**src/rtl/instruction_fetch_unit.sv**
```systemverilog
// rtl/instruction_fetch_unit.sv - instruction fetch FSM with PC, branch redirect, stall, halt and fault detection
// Optional feature macro: FETCH_COUNTER_EN (enables the saturating fetch_count register)
module instruction_fetch_unit #(
  parameter int          INSTRUCTION_MEM_SIZE = 128,
  parameter logic [31:0] START_PC             = 32'h0000_0000
) (
  input  logic        clk,
  input  logic        rst_n,
  input  logic        start,
  input  logic        stall,
  input  logic        branch_taken,
  input  logic [31:0] branch_target,
  input  logic [31:0] instruction,
  output logic [31:0] address,
  output logic [31:0] instr_out,
  output logic [5:0]  opcode,
  output logic [5:0]  funcode,
  output logic        instr_valid,
  output logic        halted,
  output logic        fault,
  output logic [31:0] fetch_count
);

  typedef enum logic [1:0] {
    S_IDLE = 2'd0,
    S_RUN  = 2'd1,
    S_HALT = 2'd2
  } state_t;

  // First byte address past the end of instruction memory; 33 bits so the compare never wraps.
  localparam logic [32:0] PC_LIMIT = 33'(4 * INSTRUCTION_MEM_SIZE);
  localparam logic [31:0] IDLE_ADDR = 32'hFFFF_FFFC;
  localparam logic [31:0] RESET_INSTR = 32'hFC00_0000;

  state_t      state, state_n;
  logic [31:0] pc, pc_n;
  logic [31:0] instr_q, instr_n;
  logic        valid_q, valid_n;
  logic        fault_q, fault_n;

  logic pc_oob;
  logic halt_word;

  assign pc_oob    = ({1'b0, pc} >= PC_LIMIT);
  assign halt_word = (instruction[31:26] == 6'b111111);

  // Next-state and datapath decisions; range check beats halt word, halt word beats branch.
  always_comb begin
    state_n = state;
    pc_n    = pc;
    instr_n = instr_q;
    valid_n = 1'b0;
    fault_n = fault_q;
    case (state)
      S_IDLE: begin
        if (start) begin
          state_n = S_RUN;
          pc_n    = START_PC;
        end
      end
      S_RUN: begin
        if (!stall) begin
          if (pc_oob) begin
            state_n = S_HALT;
            fault_n = 1'b1;
          end else if (halt_word) begin
            state_n = S_HALT;
            instr_n = instruction;
          end else begin
            instr_n = instruction;
            valid_n = 1'b1;
            if (branch_taken) begin
              pc_n = {branch_target[31:2], 2'b00};
              if (branch_target[1:0] != 2'b00) fault_n = 1'b1;
            end else begin
              pc_n = pc + 32'd4;
            end
          end
        end
      end
      S_HALT: begin
        state_n = S_HALT;
      end
      default: begin
        state_n = S_IDLE;
      end
    endcase
  end

  // State, PC and output registers; reset discards any in-flight fetch.
  always_ff @(posedge clk or negedge rst_n) begin
    if (!rst_n) begin
      state   <= S_IDLE;
      pc      <= START_PC;
      instr_q <= RESET_INSTR;
      valid_q <= 1'b0;
      fault_q <= 1'b0;
    end else begin
      state   <= state_n;
      pc      <= pc_n;
      instr_q <= instr_n;
      valid_q <= valid_n;
      fault_q <= fault_n;
    end
  end

`ifdef FETCH_COUNTER_EN
  logic [31:0] count_q;

  // Count each delivered instruction, saturating at all-ones.
  always_ff @(posedge clk or negedge rst_n) begin
    if (!rst_n) begin
      count_q <= 32'd0;
    end else if (valid_n && (count_q != 32'hFFFF_FFFF)) begin
      count_q <= count_q + 32'd1;
    end
  end

  assign fetch_count = count_q;
`else
  assign fetch_count = 32'd0;
`endif

  assign address     = (state == S_IDLE) ? IDLE_ADDR : pc;
  assign instr_out   = instr_q;
  assign opcode      = instr_q[31:26];
  assign funcode     = instr_q[5:0];
  assign instr_valid = valid_q;
  assign halted      = (state == S_HALT);
  assign fault       = fault_q;

endmodule

```
**config.mk**
```make
export PLATFORM = sky130hd
export DESIGN_NAME = instruction_fetch_unit
export DESIGN_NICKNAME = d
export VERILOG_FILES = /design/src/rtl/instruction_fetch_unit.sv
export SDC_FILE = /design/constraint.sdc
export NUM_CORES = 1
export LEC_CHECK = 0
export CORE_UTILIZATION = 45
export DETAILED_ROUTE_END_ITERATION = 10
export GPL_TIMING_DRIVEN = 1
export PLACE_DENSITY = 0.87
export SETUP_SLACK_MARGIN = 0.1
export SYNTH_ARGS = -nofsm -noshare
export SYNTH_HDL_FRONTEND = slang
export SYNTH_SLANG_ARGS = --single-unit
export TNS_END_PERCENT = 1
```
**constraint.sdc**
```tcl
create_clock -name clk -period 5.26 [get_ports clk]
set_clock_uncertainty 0.2 [all_clocks]
set_input_delay 0.789 -clock clk [delete_from_list [all_inputs] [get_ports clk]]
set_output_delay 0.789 -clock clk [all_outputs]
set_load 0.1 [all_outputs]
```
==> impl_metrics.tcl <==
set metrics [dict create \
    path_max_fanout 22 \
    postSynthAreaPerCell_um2 9.94 \
    h-tree-depth 3 \
    min_to "fault$_DFFE_PN0P_" \
    cts_tree "yes" \
    finalCritPeriodShare_pct 77.4 \
    worstPathCellList "inv_1 > ha_1 > inv_1 > nand2_1 > clkdlybuf4s50_1" \
    final_design_area_no_fill_um2 5300 \
    wl_per_cell_um 16.3 \
    maxSlewViolCount 0 \
    worstReg2RegStart "state[0]$_DFFE_PN0P_" \
    reg2reg_depth 7 \
    report.final.hold_viol_count 0 \
    worst_path_largest_cell_delay_ns 1.14 \
    cap_violations 0 \
    clockBufferDepth 2 \
    ys_seq_area_share_pct 43.6 \
    period_minus_slack_ns 4.07 \
    overflow 0 \
    fin_worst_hold_slack_ns 0.281 \
    syn2layout_area_growth_pct 39.2 \
    place_area_um2 5130 \
    antenna_found_initial 0 \
    worstPathArrival_ns 3.08 \
    core_area_um2 8220 \
    clkTransAtPathRegs_ns 0.07 \
    fin_nets 587 \
    path_buf_inv 3 \
    die-area_um2 8840 \
    layout-drive-gt1-share_pct 16.6 \
    gp_congestion 0.891 \
    drt-total-wl_mm 10.2 \
    worst_pin_slew_ns 0.999 \
    relSlewSlack_pct 33.2 \
    firstDrtPassIters 4 \
    postSynthCellCount 383 \
    endpoint_kind "primary output" \
    hp-start "fault$_DFFE_PN0P_" \
    dpl.hpwl_mm 7.41 \
    start_util_pct 46.4 \
    postCtsSetupBuffers 0 \
    outcome "finished clean" \
    ys_seq_elements 66 \
    min_path_cells 1 \
    crit_path_start_kind "flop" \
    synth_ff_type "dfrtp_1" \
    track_usage_pct 23.5 \
    clk_latency_ns 0.34 \
    crit_type "flop to primary output" \
    post_cts_resized 0 \
    n_antenna_cell 0 \
    synth_warnings 0 \
    rows 33 \
    die_y_um 94 \
    ys_types 51 \
    finalSetupTns_ns 0 \
    cpLargestDelayFamily "buffers and inverters" \
    drt_iter0_drc 215 \
    async_flop_share_pct 100 \
    crit_required_ns 4.27 \
    synth-edff-count 0 \
    grt_max_degree 67 \
    via_per_inst 5.35 \
    cts_inserted_buffers 9 \
    hold_path_class "flop to flop" \
    grt_pass1_wl_mm 15.8 \
    io_pins 180 \
    fp.dieW_um 94 \
    rsz0062_at_grt "false" \
    root_buffer "clkbuf_8" \
    max_freq_mhz 246 \
    vias 3334 \
    slowest_stage "clkdlybuf4s50_1" \
    crit_top_cell "inv_1" \
    port_buffers 145 \
    cts.sinks 66 \
    reg2reg_to "pc[25]$_DFFE_PN0P_" \
    hold_buffers 0 \
    regToRegSetupSlack_ns 2.14 \
    synth.cell_area_um2 3810 \
    grt_pass1_vias 3114 \
    ant_nets 0 \
    setup_viol 0 \
    drc_errors 0 \
]
[synthesized netlist by cell type (7+ instances only)]
master	number	area, µm²
or2_2	21	131
o2bb2ai_1	11	96.3
dfrtp_1	60	1500
a22o_1	12	105
nand2_1	41	154
o21ai_0	7	35.0
nor3_1	9	45.0
a21oi_1	7	35.0
nor4_1	7	43.8
buf_4	46	345
inv_1	14	52.6
buf_2	9	45.0
clkbuf_1	8	30.0
mux2_2	32	360
o31ai_1	10	75.1
nand3_1	15	75.1
[through the flow]
stage	instances	util, %	setup slack, ns
floorplan	416	-	2.70
global placement	607	62.4	1.60
CTS	623	64.5	1.15
finish	623	64.5	1.19
global route	623	64.5	0.914
detailed placement	607	62.4	1.53
[state kept, by name, indices dropped and copies added (netlist names)]
register,count
state,2
fault,1
instr_out,32
pc,30
instr_valid,1
[final cells by class]
cell class / instances / area, µm²
fill: 678 / 2920
timing repair buffer: 150 / 1480
clock buffer: 10 / 128
tap: 105 / 131
sequential: 66 / 1660
multi-input combinational: 272 / 1800
inverter: 14 / 52.6
clock inverter: 6 / 43.8
[logic make-up after synthesis]
| group | after synthesis | synth area share (%) |
|---|---|---|
| fa+ha+maj | 5 | 1.64 |
| other cells | 1 | 0.0985 |
| simple gates | 129 | 18.6 |
| compound gates | 70 | 13.5 |
| flops | 66 | 43.6 |
| buf+inv | 78 | 12.5 |
| mux | 34 | 10.1 |
[cells in the final DEF, fill, tap and decap left out, drive strengths merged, types with 2 or more instances in the layout]
cell type      count
mux2              34
inv               14
a22o              12
and3               2
nor2               6
a22oi              3
dfrtp             60
nand2b             5
nand4              5
a21oi              7
clkdlybuf4s50    144
nand2             41
buf                6
nand4b             2
o31ai             10
or2               21
nand3             15
nand3b             2
clkbuf            10
o21ai             11
o22ai              3
nor4              10
and4               2
clkinv             5
conb              34
a32oi              4
o2bb2ai           11
nor2b              2
nor3              10
ha                 5
dfstp              6
[how the worst max path moves through the flow]
stage	from	endpoint	slack, ns	cells past startpoint
3_3_place_gp	state[0]$_DFFE_PN0P_	address[3]	1.60	5
5_1_grt	state[0]$_DFFE_PN0P_	address[3]	0.91	5
4_1_cts	state[0]$_DFFE_PN0P_	address[3]	1.15	5
6_report	state[0]$_DFFE_PN0P_	address[3]	1.19	5
3_5_place_dp	state[0]$_DFFE_PN0P_	address[3]	1.53	5
2_1_floorplan	state[0]$_DFFE_PN0P_	address[14]	2.70	5
[metal layers]
metal  part of all wire [%]  wire [µm]  GRT usage, %
met3                    8.0        812          5.66
met1                     40       4070          30.2
met2                     50       5060          38.8
met5                      0          0             0
met4                    2.3        229          7.44
Power is not shown: default switching activity piles up to over one toggle a cycle in this logic, so the estimate is an artifact.
